`src/rtl/bf16_pkg.sv`:
```
`default_nettype none
// +----------------------------------------------------------------------------+
// | Package     : bf16_pkg                                                     |
// | Description : BF16 field constants and classification helpers, shared by   |
// |               the divider, multiplier and adder datapaths.                 |
// | Revision    : 1.0  initial release                                         |
// +----------------------------------------------------------------------------+
package bf16_pkg;

    localparam int           BF16_W  = 16;
    localparam int           EXP_MSB = 14;
    localparam int           EXP_LSB = 7;
    localparam logic [7:0]   EXP_INF = 8'hFF;

    // A zero exponent covers true zero and denormals, which the datapath flushes to zero.
    function automatic logic is_zero(input logic [BF16_W-1:0] r);
        return (r[EXP_MSB:EXP_LSB] == 8'h00);
    endfunction

    // The exception path reuses the all-ones exponent, so a flagged result is never reported as inf.
    function automatic logic is_inf(input logic [BF16_W-1:0] r, input logic exc);
        return (r[EXP_MSB:EXP_LSB] == EXP_INF) && !exc;
    endfunction

endpackage : bf16_pkg
`default_nettype wire

```
`src/rtl/sync_fifo_fwft.sv`:
```
`default_nettype none
// +----------------------------------------------------------------------------+
// | Module      : sync_fifo_fwft                                               |
// | Description : Generic synchronous show-ahead FIFO. Head entry is visible   |
// |               on o_data whenever the FIFO is not empty.                    |
// | Ports       : i_clk, i_rst (sync, active high), i_push/i_data write side,  |
// |               i_pop read side, o_data head, o_count occupancy,             |
// |               o_count_nxt next-state occupancy, o_full, o_empty.           |
// | Revision    : 1.0  initial release                                         |
// +----------------------------------------------------------------------------+
module sync_fifo_fwft #(
    parameter int WIDTH = 19,
    parameter int DEPTH = 8
) (
    input  logic                       i_clk,
    input  logic                       i_rst,
    input  logic                       i_push,
    input  logic                       i_pop,
    input  logic [WIDTH-1:0]           i_data,
    output logic [WIDTH-1:0]           o_data,
    output logic [$clog2(DEPTH):0]     o_count,
    output logic [$clog2(DEPTH):0]     o_count_nxt,
    output logic                       o_full,
    output logic                       o_empty
);

    localparam int AW = $clog2(DEPTH);
    localparam int CW = AW + 1;

    logic [WIDTH-1:0] mem_q [DEPTH];
    logic [AW-1:0]    wr_ptr_q, wr_ptr_d;
    logic [AW-1:0]    rd_ptr_q, rd_ptr_d;
    logic [CW-1:0]    count_q,  count_d;
    logic             w_push;
    logic             w_pop;

    assign o_empty = (count_q == '0);
    assign o_full  = (count_q == CW'(DEPTH));

    // A push into a full FIFO is accepted only when the head leaves in the same cycle.
    assign w_pop  = i_pop  && !o_empty;
    assign w_push = i_push && (!o_full || w_pop);

    always_comb begin
        wr_ptr_d = wr_ptr_q;
        rd_ptr_d = rd_ptr_q;
        count_d  = count_q;
        if (w_push) wr_ptr_d = wr_ptr_q + AW'(1);
        if (w_pop)  rd_ptr_d = rd_ptr_q + AW'(1);
        case ({w_push, w_pop})
            2'b10:   count_d = count_q + CW'(1);
            2'b01:   count_d = count_q - CW'(1);
            default: count_d = count_q;
        endcase
    end

    always_ff @(posedge i_clk) begin
        if (i_rst) begin
            wr_ptr_q <= '0;
            rd_ptr_q <= '0;
            count_q  <= '0;
        end else begin
            wr_ptr_q <= wr_ptr_d;
            rd_ptr_q <= rd_ptr_d;
            count_q  <= count_d;
        end
    end

    // Storage carries no reset; entries are qualified by count.
    always_ff @(posedge i_clk) begin
        if (w_push) mem_q[wr_ptr_q] <= i_data;
    end

    assign o_data      = mem_q[rd_ptr_q];
    assign o_count     = count_q;
    assign o_count_nxt = count_d;

endmodule : sync_fifo_fwft
`default_nettype wire

```
`src/rtl/bf16_div_result_fifo.sv`:
```
`default_nettype none
// +----------------------------------------------------------------------------+
// | Module      : bf16_div_result_fifo                                         |
// | Description : Result buffer behind the BF16 divider. Captures results,     |
// |               classifies them at write, presents them with valid/ready,    |
// |               returns an issue credit and counts dropped results.          |
// | Ports       : i_vld/i_res/i_exception from divider; o_issue_ok to issuer;  |
// |               o_vld/i_rdy/o_res/o_exception/o_zero/o_inf to consumer;      |
// |               o_count occupancy; o_drop_cnt, o_overflow drop status.       |
// | Revision    : 1.0  initial release                                         |
// +----------------------------------------------------------------------------+
module bf16_div_result_fifo
    import bf16_pkg::*;
#(
    parameter int DEPTH   = 8,
    parameter int DIV_LAT = 1,
    parameter int CNT_W   = 8
) (
    input  logic                    i_clk,
    input  logic                    i_rst,
    input  logic                    i_vld,
    input  logic [BF16_W-1:0]       i_res,
    input  logic                    i_exception,
    output logic                    o_issue_ok,
    output logic                    o_vld,
    input  logic                    i_rdy,
    output logic [BF16_W-1:0]       o_res,
    output logic                    o_exception,
    output logic                    o_zero,
    output logic                    o_inf,
    output logic [$clog2(DEPTH):0]  o_count,
    output logic [CNT_W-1:0]        o_drop_cnt,
    output logic                    o_overflow
);

    localparam int ENTRY_W = BF16_W + 3;
    localparam int CW      = $clog2(DEPTH) + 1;

    logic [ENTRY_W-1:0] w_wr_entry;
    logic [ENTRY_W-1:0] w_head;
    logic [CW-1:0]      w_count_nxt;
    logic               w_full;
    logic               w_empty;
    logic               w_pop;
    logic               w_drop;

    logic               issue_ok_q;
    logic [CNT_W-1:0]   drop_cnt_q;
    logic               overflow_q;

    // Entry layout {inf, zero, exception, res}: classification is done once, on the way in.
    assign w_wr_entry = {is_inf(i_res, i_exception), is_zero(i_res), i_exception, i_res};

    assign o_vld  = !w_empty;
    assign w_pop  = o_vld && i_rdy;
    assign w_drop = i_vld && w_full && !w_pop;

    sync_fifo_fwft #(
        .WIDTH (ENTRY_W),
        .DEPTH (DEPTH)
    ) u_fifo (
        .i_clk       (i_clk),
        .i_rst       (i_rst),
        .i_push      (i_vld),
        .i_pop       (w_pop),
        .i_data      (w_wr_entry),
        .o_data      (w_head),
        .o_count     (o_count),
        .o_count_nxt (w_count_nxt),
        .o_full      (w_full),
        .o_empty     (w_empty)
    );

    always_ff @(posedge i_clk) begin
        if (i_rst) begin
            issue_ok_q <= 1'b1;
            drop_cnt_q <= '0;
            overflow_q <= 1'b0;
        end else begin
            // Credit is granted only when every in-flight divider result still has a slot.
            issue_ok_q <= (int'(w_count_nxt) + DIV_LAT) < DEPTH;
            if (w_drop) begin
                overflow_q <= 1'b1;
                if (!(&drop_cnt_q)) drop_cnt_q <= drop_cnt_q + CNT_W'(1);
            end
        end
    end

    // Head fields are forced to zero when empty so stale RAM contents never leak out.
    assign o_res       = o_vld ? w_head[BF16_W-1:0] : '0;
    assign o_exception = o_vld && w_head[BF16_W];
    assign o_zero      = o_vld && w_head[BF16_W+1];
    assign o_inf       = o_vld && w_head[BF16_W+2];

    assign o_issue_ok = issue_ok_q;
    assign o_drop_cnt = drop_cnt_q;
    assign o_overflow = overflow_q;

endmodule : bf16_div_result_fifo
`default_nettype wire
```
`config.mk`:
```
export PLATFORM = sky130hd
export DESIGN_NAME = bf16_div_result_fifo
export DESIGN_NICKNAME = d
export VERILOG_FILES = /design/src/rtl/bf16_pkg.sv /design/src/rtl/sync_fifo_fwft.sv /design/src/rtl/bf16_div_result_fifo.sv
export SDC_FILE = /design/constraint.sdc
export NUM_CORES = 1
export LEC_CHECK = 0
export BUFFER_PORTS_ARGS = -buffer_cell sky130_fd_sc_hd__buf_2
export CELL_PAD_IN_SITES_DETAIL_PLACEMENT = 1
export CELL_PAD_IN_SITES_GLOBAL_PLACEMENT = 2
export CORE_MARGIN = 5
export CORE_UTILIZATION = 45
export CTS_CLUSTER_SIZE = 24
export DETAILED_ROUTE_END_ITERATION = 8
export PLACE_DENSITY = 0.91
export REMOVE_ABC_BUFFERS = 1
export SETUP_SLACK_MARGIN = 0.02
export SYNTH_ARGS = -nofsm -noshare
export SYNTH_HDL_FRONTEND = slang
export SYNTH_HIERARCHICAL = 1
export SYNTH_SLANG_ARGS = --single-unit
```
`constraint.sdc`:
```
create_clock -name i_clk -period 4.45 [get_ports i_clk]
set_input_delay 0.2225 -clock i_clk [delete_from_list [all_inputs] [get_ports i_clk]]
set_output_delay 0.2225 -clock i_clk [all_outputs]
set_load 0.05 [all_outputs]
```
# Word level (Yosys, flattened, before mapping)
# Memories as Yosys holds them, arrays and structs flattened. A register that Yosys moved wholly into a read port is not among the register bits.
# Index checks and enable logic that the tools add are counted.
dict set report word_totals {
  output_inout_bits 34
  ff_bits 20
  in_bits 21
  memories 1
  ramBits 152
}
dict set report classes {
  mux 6
  n_eq_ne 4
  n_lt_le_gt_ge 1
  bitwise_logic 1
  addsub 6
  n_reduce_logical 18
}
# memory depth width read_ports rd_clocked_by_memory_dff write_ports line_no
set memory_table {}
lappend memory_table {u_fifo.mem_q 8 19 1 1 1 sync_fifo_fwft.sv:30} ;# logic [WIDTH-1:0] mem_q [DEPTH];
# operator n
set ops {}
lappend ops {{16-bit 2-to-1 mux} 1}
lappend ops {{1-bit logical AND} 9}
lappend ops {{8-bit by 1-bit adder with 8-bit output (second input constant)} 1}
lappend ops {{8-bit == test (second input constant)} 1}
lappend ops {{8-bit zero test} 1}
lappend ops {{4-bit one-hot mux with 2 select lines} 1}
lappend ops {{8-bit AND reduction} 1}
lappend ops {{3-bit by 1-bit adder with 3-bit output (second input constant)} 2}
lappend ops {{3-bit 2-to-1 mux} 2}
lappend ops {{4-bit by 1-bit adder with 5-bit output (second input constant)} 1}
lappend ops {{5-bit by 4-bit less-than comparator with 1-bit output (second input constant)} 1}
lappend ops {{4-bit by 1-bit adder with 4-bit output (second input constant)} 1}
lappend ops {{4-bit == test (second input constant)} 1}
lappend ops {{1-bit zero test} 4}
lappend ops {{4-bit zero test} 1}
lappend ops {{4-bit by 1-bit subtractor with 4-bit output (second input constant)} 1}
lappend ops {{2-bit by 1-bit == test with 1-bit output (second input constant)} 1}
lappend ops {{2-bit == test (second input constant)} 1}
lappend ops {{1-bit 2-to-1 mux} 2}
lappend ops {{2-bit AND reduction} 1}
lappend ops {{1-bit logical OR} 1}
lappend ops {{1-bit NOT} 1}

# Logic depth before layout (Yosys ltp)
# Gate-level depths: netlist (run 1).
dict set report depth {
  word_depth 10
  depth_mapped 13
  ltp_nobuf 11
}

# Hierarchy
# Netlist (run 1), hierarchy kept.
# mod cells_per_inst area_each_um2 instances seq_area_each_um2
set by_module_without_submodules {}
lappend by_module_without_submodules {sync_fifo_fwft 309 6471.2 1 4824.6}
lappend by_module_without_submodules {bf16_div_result_fifo 78 640.6 1 200.2}

# Least setup slack after synthesis (run 1)
# OpenSTA, ideal clock, no wires.
dict set report synth_timing {
  kind {flip-flop to flip-flop}
  start {register u_fifo.count_q[2] (netlist: u_fifo/o_count[2])}
  end {memory u_fifo.mem_q[0][0], enable pin}
  synth_period_minus_slack_ns 4.004
  t_arrival_ns 3.560
  path_stages_with_launch 8
  path_buffers 1
  t_required_ns 4.006
  setup_slack_ns 0.446
  cell_sequence {dfxtp_1 -> or4_4 -> inv_1 -> nor2b_2 -> buf_6 -> nand2b_1 -> o21ai_2 -> nor4_1}
}
dict set report synth_between {
  elab_chain_cells 8
}
# element line_no
set synth_rtl {}
lappend synth_rtl {{from (decl)} sync_fifo_fwft.sv:33} ;# logic [CW-1:0] count_q, count_d;
lappend synth_rtl {{from (signal assigned)} sync_fifo_fwft.sv:65} ;# count_q <= count_d;
lappend synth_rtl {{4-bit zero test} sync_fifo_fwft.sv:37} ;# assign o_empty = (count_q == '0);
lappend synth_rtl {{via w_empty} bf16_div_result_fifo.sv:43} ;# logic w_empty;
lappend synth_rtl {{1-bit zero test} bf16_div_result_fifo.sv:54} ;# assign o_vld = !w_empty;
lappend synth_rtl {{1-bit logical AND} bf16_div_result_fifo.sv:55} ;# assign w_pop = o_vld && i_rdy;
lappend synth_rtl {{via w_pop} bf16_div_result_fifo.sv:44} ;# logic w_pop;
lappend synth_rtl {{1-bit logical AND} sync_fifo_fwft.sv:41} ;# assign w_pop = i_pop && !o_empty;
lappend synth_rtl {{1-bit logical OR} sync_fifo_fwft.sv:42} ;# assign w_push = i_push && (!o_full || w_pop);
lappend synth_rtl {{1-bit logical AND} sync_fifo_fwft.sv:42}
lappend synth_rtl {{1-bit 2-to-1 mux} sync_fifo_fwft.sv:71} ;# if (w_push) mem_q[wr_ptr_q] <= i_data;
lappend synth_rtl {{1-bit 2-to-1 mux (implied by the code)} sync_fifo_fwft.sv:71}
lappend synth_rtl {{to (decl)} sync_fifo_fwft.sv:30}
# The timed path passes the listed nets, and every way through them passes these cells.

# Final worst setup path (run 1)
dict set report layout_timing {
  start {register u_fifo.count_q[0] (netlist: u_fifo/o_count[0])}
  end {memory u_fifo.mem_q[3][8], enable pin}
}
# The elaborated chain is that of the path after synthesis.

==> summary.md, run 1 <==
## Setup path
• **flop2flop setup slack** 1.30 ns
• **worst r2r path cells** 7
• **data arrival time of the critical path** 3.27 ns
• **class of the most critical setup path** register to register
• **sort of element at the end of the critical path** register
• **CP startpoint kind** register
• **critical-path cell with the highest stage delay** sky130_fd_sc_hd__nor3_2
• **required time at the endpoint of the critical path** 4.57 ns
• **highest fanout seen on the critical path** 13
• **Crit path largest cell delay** 0.86 ns
• **CP Cell Sequence** or4_4, inv_1, nor2b_2, nand2b_1, o21ai_2, nor3_2, buf_4

## Detailed routing
• **DRC marker count from the first detailed-route iteration** 244
• **top routing layer in use** met4
• **post-detailed-route wirelength per cell** 22.3 µm
• **count of TritonRoute iterations in the first routing pass** 4
• **length of routed met3 wiring** 756 µm
• **total met2 wirelength after detailed routing** 8.17 mm
• **met1 wire length** 6.24 mm
• **antenna violation net count after detailed routing** 0
• **Post-route DRC** 0
• **number of vias per cell after detailed routing** 5.46
• **total wirelength of the detailed-routed design** 15.3 mm
• **count of vias placed by the detailed router** 3,745

## Min path
• **Worst Hold Path Cells** 1
• **type of the most critical hold path** primary input to register

## Clocking
• **Max Root-Sink Buffers** 2
• **CTS tree** done
• **number of setup buffers added after CTS** 0
• **clock root buffer master** sky130_fd_sc_hd__clkbuf_16
• **clk sink count** 175
• **H-tree depth reported by CTS** 4
• **insertion delay of the later-clocked pin in the worst-skew pair** 0.42 ns
• **CTS hold repair buffers** 0
• **CTS clk-pin slew, worst paths** 0.06 ns
• **Gates resized, CTS repair** 0
• **cts bufs inserted** 17

## Layout
• **filler cell count** 1,470
• **number of antenna diodes** 0
• **post-layout instance area** 8250 µm²
• **area growth from synthesis to layout** 16.0%
• **Nets** 484
• **ratio of cells with drive above 1 in the final layout** 37.4%
• **most common cell after layout, fill and taps aside** sky130_fd_sc_hd__edfxtp_1
• **commonest non-fill, non-tap cells in the layout** 152 x sky130_fd_sc_hd__edfxtp_1, 54 x sky130_fd_sc_hd__buf_2, 38 x sky130_fd_sc_hd__mux4_2

## Timing
• **number of hold violations in the final report** 0
• **unrepaired setup endpoints after global routing** false
• **portion of the clock cycle consumed by the worst path in the final layout** 70.7%
• **skew final** 0.00654 ns
• **Rel. slew slack** 21.7%
• **FMAX** 318 MHz
• **number of failing setup endpoints in the final timing report** 0
• **hold slack** 0.0856 ns
• **final period demand of the worst path** 3.15 ns
• **Final Max Tran Viols** 0
• **final setup TNS** 0 ns
• **pin slew with the least headroom to its limit** 1.17 ns

## Synth
• **cells after synthesis** 387
• **total of warnings raised by yosys** 6
• **EDFF count, synth** 152
• **Async SR Flop Fraction** 0%
• **post-synth design cell area** 7110 µm²
• **most common flop cell mapped by yosys** sky130_fd_sc_hd__edfxtp_1
• **average cell area after synthesis** 18.4 µm²
• **count of state elements after synthesis** 175
• **distinct cell type count of the synthesized netlist** 49
• **part of the Yosys area used for sequential elements** 70.7%

## Placement
• **count of input and output buffers** 54
• **area of placed instances** 7690 µm²
• **global placement routability congestion** 0.761
• **post-detail-place hpwl** 10.1 mm

## Power
• **Overall Power** 4.66 mW
• **Worst VDD drop** 0.000336 V
• **Lkg Pwr** 2.74 nW
• **power per cell area** 565 nW/µm²

## Global routing
• **antenna violations before repair** 0
• **global-route wire length before repair** 24.6 mm
• **Remaining Overflow, GRT** 0
• **GRT Total Usage** 18.1%
• **pin count of the biggest net entering global routing** 24
• **number of global-route vias before repair** 4,228

## Floorplanning
• **height of the die** 136 µm
• **effective utilization at floorplan** 45.3%
• **standard-cell rows** 46
• **die outline area** 18,400 µm²
• **floorplan core area** 15,700 µm²
• **Horiz. Die Dim** 136 µm
• **Top-Level Pins** 55

## Run
• **number of violations of the max-capacitance limit** 0

## Status
• **outcome** finished clean

cell families after synthesis:
group	after synthesis	share of synthesized area, %
flip-flops	175	70.7
AO/OA/AOI/OAI	24	2.34
XOR/XNOR	6	0.739
adder cells (fa/ha/maj)	6	1.16
buffers and inverters	23	1.62
multiplexers	66	16.4
AND/OR/NAND/NOR	87	7.06
final timing paths:
| check | from | end |
|---|---|---|
| setup / recovery | u_fifo/o_count[0]$_SDFF_PP0_ | u_fifo/mem_q[3][8]$_DFFE_PP_ |
| hold reg to reg | o_overflow$_SDFFE_PP0P_ | o_overflow$_SDFFE_PP0P_ |
| hold / removal | i_res[4] | u_fifo/mem_q[4][4]$_DFFE_PP_ |
| setup reg to reg | u_fifo/o_count[0]$_SDFF_PP0_ | u_fifo/mem_q[3][8]$_DFFE_PP_ |
critical path, delay by kind of cell, from the launching register on:
family / cells / cell delay, ns
DFF: 1 / 0.49
buffers and inverters: 2 / 0.41
and+or+nand+nor: 4 / 1.79
AOI/OAI and AO/OA: 1 / 0.15
cells in the mapped netlist (7+ instances only):
library cell / instances / area [µm²]
sky130_fd_sc_hd__inv_1: 7 / 26.3
sky130_fd_sc_hd__nor2b_1: 20 / 125
sky130_fd_sc_hd__nand2_1: 9 / 33.8
sky130_fd_sc_hd__dfxtp_1: 23 / 460
sky130_fd_sc_hd__nor2_1: 19 / 71.3
sky130_fd_sc_hd__clkbuf_1: 8 / 30.0
sky130_fd_sc_hd__nor3_1: 9 / 45.0
sky130_fd_sc_hd__nand3_1: 8 / 40.0
sky130_fd_sc_hd__mux4_2: 38 / 856
sky130_fd_sc_hd__mux2_2: 22 / 248
sky130_fd_sc_hd__edfxtp_1: 152 / 4560
per-stage QoR:
| stage | utilization [%] | cells | setup slack [ns] |
|---|---|---|---|
| floorplan | - | 372 | 0.184 |
| global placement | 49.0 | 654 | 1.53 |
| detailed placement | 49.0 | 654 | 1.33 |
| CTS | 52.5 | 686 | 1.32 |
| global route | 52.5 | 686 | 1.13 |
| finish | 52.5 | 686 | 1.30 |
final cells by class:
cell class	instances	area, µm²	area share [%]
sequential	175	5030	60.9
multi-input combinational	189	2010	24.4
clock buffer	20	437	5.29
timing repair buffer	66	360	4.37
tap	216	270	3.28
clock inverter	12	113	1.37
inverter	8	30.0	0.364
where the power goes:
group	internal (mW)	switching [mW]	leakage, nW
registers	1.86	0.0697	1.55
logic	0.432	0.920	0.932
clock network	0.773	0.604	0.253
total	3.07	1.59	2.74
layer usage:
metal	vias to the layer above	track usage (%)
li1	1690	-
met1	1945	22.5
met2	95	31.3
met3	15	4.68
met4	0	5.77
met5	-	0
registers in the layout, indices dropped and copies added, names as in the netlist, named ones only:
| signal | count |
|---|---|
| o_issue_ok | 1 |
| o_overflow | 1 |
| u_fifo/wr_ptr_q | 3 |
| u_fifo/o_count | 4 |
| o_drop_cnt | 8 |
| u_fifo/mem_q | 152 |
| u_fifo/rd_ptr_q | 3 |
(Power assumes the default switching activity.)
==> run 2, diff against run 1 <==
--- a/config.mk
+++ b/config.mk
@@ -5,14 +5,15 @@
 export SDC_FILE = /design/constraint.sdc
 export NUM_CORES = 1
 export LEC_CHECK = 0
+export ABC_AREA = 1
 export BUFFER_PORTS_ARGS = -buffer_cell sky130_fd_sc_hd__buf_2
 export CELL_PAD_IN_SITES_DETAIL_PLACEMENT = 1
 export CELL_PAD_IN_SITES_GLOBAL_PLACEMENT = 2
 export CORE_MARGIN = 5
-export CORE_UTILIZATION = 45
+export CORE_UTILIZATION = 36
 export CTS_CLUSTER_SIZE = 24
 export DETAILED_ROUTE_END_ITERATION = 8
-export PLACE_DENSITY = 0.91
+export PLACE_DENSITY = 0.87
 export REMOVE_ABC_BUFFERS = 1
 export SETUP_SLACK_MARGIN = 0.02
 export SYNTH_ARGS = -nofsm -noshare
==> constraint.sdc (replaced) <==
create_clock -name i_clk -period 2.6 [get_ports i_clk]
set_input_delay 0.13 -clock i_clk [delete_from_list [all_inputs] [get_ports i_clk]]
set_output_delay 0.13 -clock i_clk [all_outputs]
set_load 0.05 [all_outputs]
==> run 2 against run 1 <==
Compared with the run above: combinational power increased by 140%; non-clock buffer count increased by 15; count of clock-buffer cells in the layout fell by 3; clock skew down 0.00073 ns; sequential share of layout area down 2.8 points; global-route usage shrank 1.9 points; worst setup slack got worse by 1.1 ns; sequential power grew 72%.
==> summary.md, run 2 <==
## Setup path
• **Critical Path Stages** 8, +1
• **flop2flop setup slack** 0.29 ns, -1.01 ns
• **gate family responsible for the most delay along the worst path** buffers and inverters
• **critical-path cell with the highest stage delay** sky130_fd_sc_hd__dfxtp_1
• **highest fanout seen on the critical path** 12, -1
• **Crit path largest cell delay** 0.36 ns, -0.50 ns
• **capturing point of the worst reg2reg path** o_issue_ok$_SDFF_PP1_
• **CP Cell Sequence** inv_1, buf_4, nor2_1, o21ai_0, a31oi_1, inv_1, nor2_1, buf_2
• **data arrival time of the critical path** 2.25 ns, -1.02 ns
• **Critical path buffers and inverters** 4, +2
• **class of the most critical setup path** register to primary output
• **worst r2r path cells** 17, +10
• **CP startpoint kind** register
• **worst flop-to-flop path startpoint** u_fifo/o_count[0]$_SDFF_PP0_
• **sort of element at the end of the critical path** primary output
• **required time at the endpoint of the critical path** 2.47 ns, -2.10 ns

## Synth
• **distinct cell type count of the synthesized netlist** 34, -31%
• **count of state elements after synthesis** 175, unchanged
• **post-synth design cell area** 7360 µm², +3.5%
• **cells after synthesis** 677, +75%
• **top area cells in the synthesized netlist** sky130_fd_sc_hd__edfxtp_1 62%, sky130_fd_sc_hd__nor2_1 7.1%, sky130_fd_sc_hd__dfxtp_1 6.3%
• **Async SR Flop Fraction** 0%, unchanged
• **leading cell types by count after synthesis** 152 x sky130_fd_sc_hd__edfxtp_1, 139 x sky130_fd_sc_hd__nor2_1, 99 x sky130_fd_sc_hd__nand2_1
• **EDFF count, synth** 152, unchanged
• **most common flop cell mapped by yosys** sky130_fd_sc_hd__edfxtp_1
• **most numerous cell in the Yosys netlist** sky130_fd_sc_hd__edfxtp_1
• **total of warnings raised by yosys** 6, unchanged
• **part of the Yosys area used for sequential elements** 68.2%, -2.4 points
• **average cell area after synthesis** 10.9 µm², -41%
• **post-synthesis cell type with the largest combined area** sky130_fd_sc_hd__edfxtp_1
• **share of the synthesized area in the top cell type** 62.0%, -2.2 points

## Power
• **Lkg Pwr** 3.28 nW, +20%
• **Worst VDD drop** 0.000523 V, +56%
• **power per cell area** 1030 nW/µm², +82%
• **Overall Power** 8.89 mW, +91%

## Global routing
• **pin count of the biggest net entering global routing** 77, +220%
• **number of global-route vias before repair** 5,704, +35%
• **global-route wire length before repair** 30.1 mm, +22%
• **Remaining Overflow, GRT** 0, unchanged
• **antenna violations before repair** 0, unchanged
• **GRT Total Usage** 16.3%, -1.9 points

## Clocking
• **clk sink count** 175, unchanged
• **CTS tree** done
• **cts bufs inserted** 17, unchanged
• **clock root buffer master** sky130_fd_sc_hd__clkbuf_16
• **H-tree depth reported by CTS** 4, unchanged
• **CTS clk-pin slew, worst paths** 0.07 ns, about the same
• **insertion delay of the later-clocked pin in the worst-skew pair** 0.42 ns, about the same
• **Max Root-Sink Buffers** 2, unchanged

## Min path
• **Endpoint, Worst Hold** u_fifo/mem_q[4][13]$_DFFE_PP_
• **critical hold path startpoint** i_res[13]
• **Worst Hold Path Cells** 1, unchanged
• **type of the most critical hold path** primary input to register

## Status
• **outcome** finished clean

## Layout
• **number of antenna diodes** 0, unchanged
• **post-layout instance area** 8640 µm², +4.8%
• **commonest non-fill, non-tap cells in the layout** 152 x sky130_fd_sc_hd__edfxtp_1, 130 x sky130_fd_sc_hd__nor2_1, 99 x sky130_fd_sc_hd__nand2_1
• **register ranked first by flip-flop count** u_fifo/mem_q
• **area growth from synthesis to layout** 17.3%
• **filler cell count** 2,231, +52%
• **most common cell after layout, fill and taps aside** sky130_fd_sc_hd__edfxtp_1
• **Nets** 774, +60%
• **ratio of cells with drive above 1 in the final layout** 18.4%, -19 points
• **Largest register FFs** 152, unchanged
• **sequential cell area in the final layout** 5030 µm², about the same
• **footprint of the multi-input gates** 2020 µm², +0.25%
• **number of standard cells in the layout, taps in and fillers out** 1,029, +50%

## Floorplanning
• **effective utilization at floorplan** 36.5%, -8.8 points
• **die outline area** 23,400 µm², +27%
• **height of the die** 153 µm, +13%
• **floorplan core area** 20,200 µm², +28%
• **standard-cell rows** 52, +13%
• **Top-Level Pins** 55, unchanged
• **Horiz. Die Dim** 153 µm, +13%

## Placement
• **pre-CTS setup slack** 0.196 ns, -1.14 ns
• **area of placed instances** 8000 µm², +3.9%
• **count of input and output buffers** 54, unchanged
• **number of cells in the design after placement** 990, +51%
• **post-detail-place hpwl** 11.5 mm, +14%
• **global placement routability congestion** 0.804, +5.6%

## Detailed routing
• **count of vias placed by the detailed router** 5,188, +39%
• **post-detailed-route wirelength per cell** 18.3 µm, -18%
• **total wirelength of the detailed-routed design** 18.8 mm, +23%
• **number of vias per cell after detailed routing** 5.04, -7.6%
• **DRC marker count from the first detailed-route iteration** 326, +34%
• **antenna violation net count after detailed routing** 0, unchanged
• **count of TritonRoute iterations in the first routing pass** 4, unchanged
• **Post-route DRC** 0, unchanged

## Timing
• **pin slew with the least headroom to its limit** 1.07 ns, -0.0981 ns
• **FMAX** 420 MHz
• **Rel. slew slack** 27.7%, +6.0 points
• **number of hold violations in the final report** 0, unchanged
• **skew final** 0.00581 ns, -0.000735 ns
• **portion of the clock cycle consumed by the worst path in the final layout** 91.6%
• **number of failing setup endpoints in the final timing report** 0, unchanged
• **unrepaired setup endpoints after global routing** false
• **worst setup slack after layout** 0.218 ns, -1.08 ns
• **Final Max Tran Viols** 0, unchanged
• **final period demand of the worst path** 2.38 ns

## Run
• **number of violations of the max-capacitance limit** 0, unchanged

[run 2: layer usage]
metal | GRT usage [%] | part of all wire (%) | up-vias
li1 | - | - | 2454
met1 | 18.7 | 41 | 2595
met2 | 30.0 | 52 | 120
met3 | 4.13 | 4.8 | 19
met4 | 4.45 | 1.5 | 0
met5 | 0 | 0 | -
[run 2: area by class of cell]
type,count,share of cell area (%)
inverters,52,2.26
flip-flops and latches,175,58.2
clock buffers,17,4.92
well taps,270,3.91
multi-input cells,420,23.3
repair buffers,81,6.04
clock inverters,14,1.35
[run 2: timing repair]
action | in CTS | in global routing
endpoints found under the setup margin | 0 | 6
resized for setup | 0 | 5
buffers inserted | 0 | 0
endpoints found under the hold margin | 64 | 0
hold buffers | 8 | 0
[run 2: logic make-up (layout without fill, tap and decap cells)]
kind of cell / count (synthesis) / count (layout) / synth area share, %
DFF: 175 / 175 / 68.2
xor gates and xnor gates: 2 / 2 / 0.238
adders and majority gates: 6 / 6 / 1.12
and+or+nand+nor: 282 / 282 / 16.2
AOI/OAI and AO/OA: 130 / 130 / 9.26
buffers and inverters: 82 / 164 / 4.89
[run 2: worst max-delay path by stage]
stage	to
3_3_place_gp	o_issue_ok$_SDFF_PP1_
5_1_grt	o_inf
3_5_place_dp	o_issue_ok$_SDFF_PP1_
2_1_floorplan	u_fifo/mem_q[0][0]$_DFFE_PP_
6_report	o_res[11]
4_1_cts	o_issue_ok$_SDFF_PP1_
[run 2: power by group]
group / switching [mW] / internal (mW)
sequential: 0.0961 / 3.23
combinational: 2.41 / 0.774
clock: 1.07 / 1.31
total: 3.58 / 5.31
[run 2: per-stage QoR]
| step | utilization [%] | hold WS, ns | TNS [ns] |
|---|---|---|---|
| floorplan | - | 0.192 | -105.85 |
| global placement | 39.6 | 0.399 | 0 |
| detailed placement | 39.6 | 0.408 | 0 |
| CTS | 42.7 | 0.00966 | 0 |
| global route | 42.8 | 0.0226 | 0 |
| finish | 42.8 | 0.0250 | 0 |
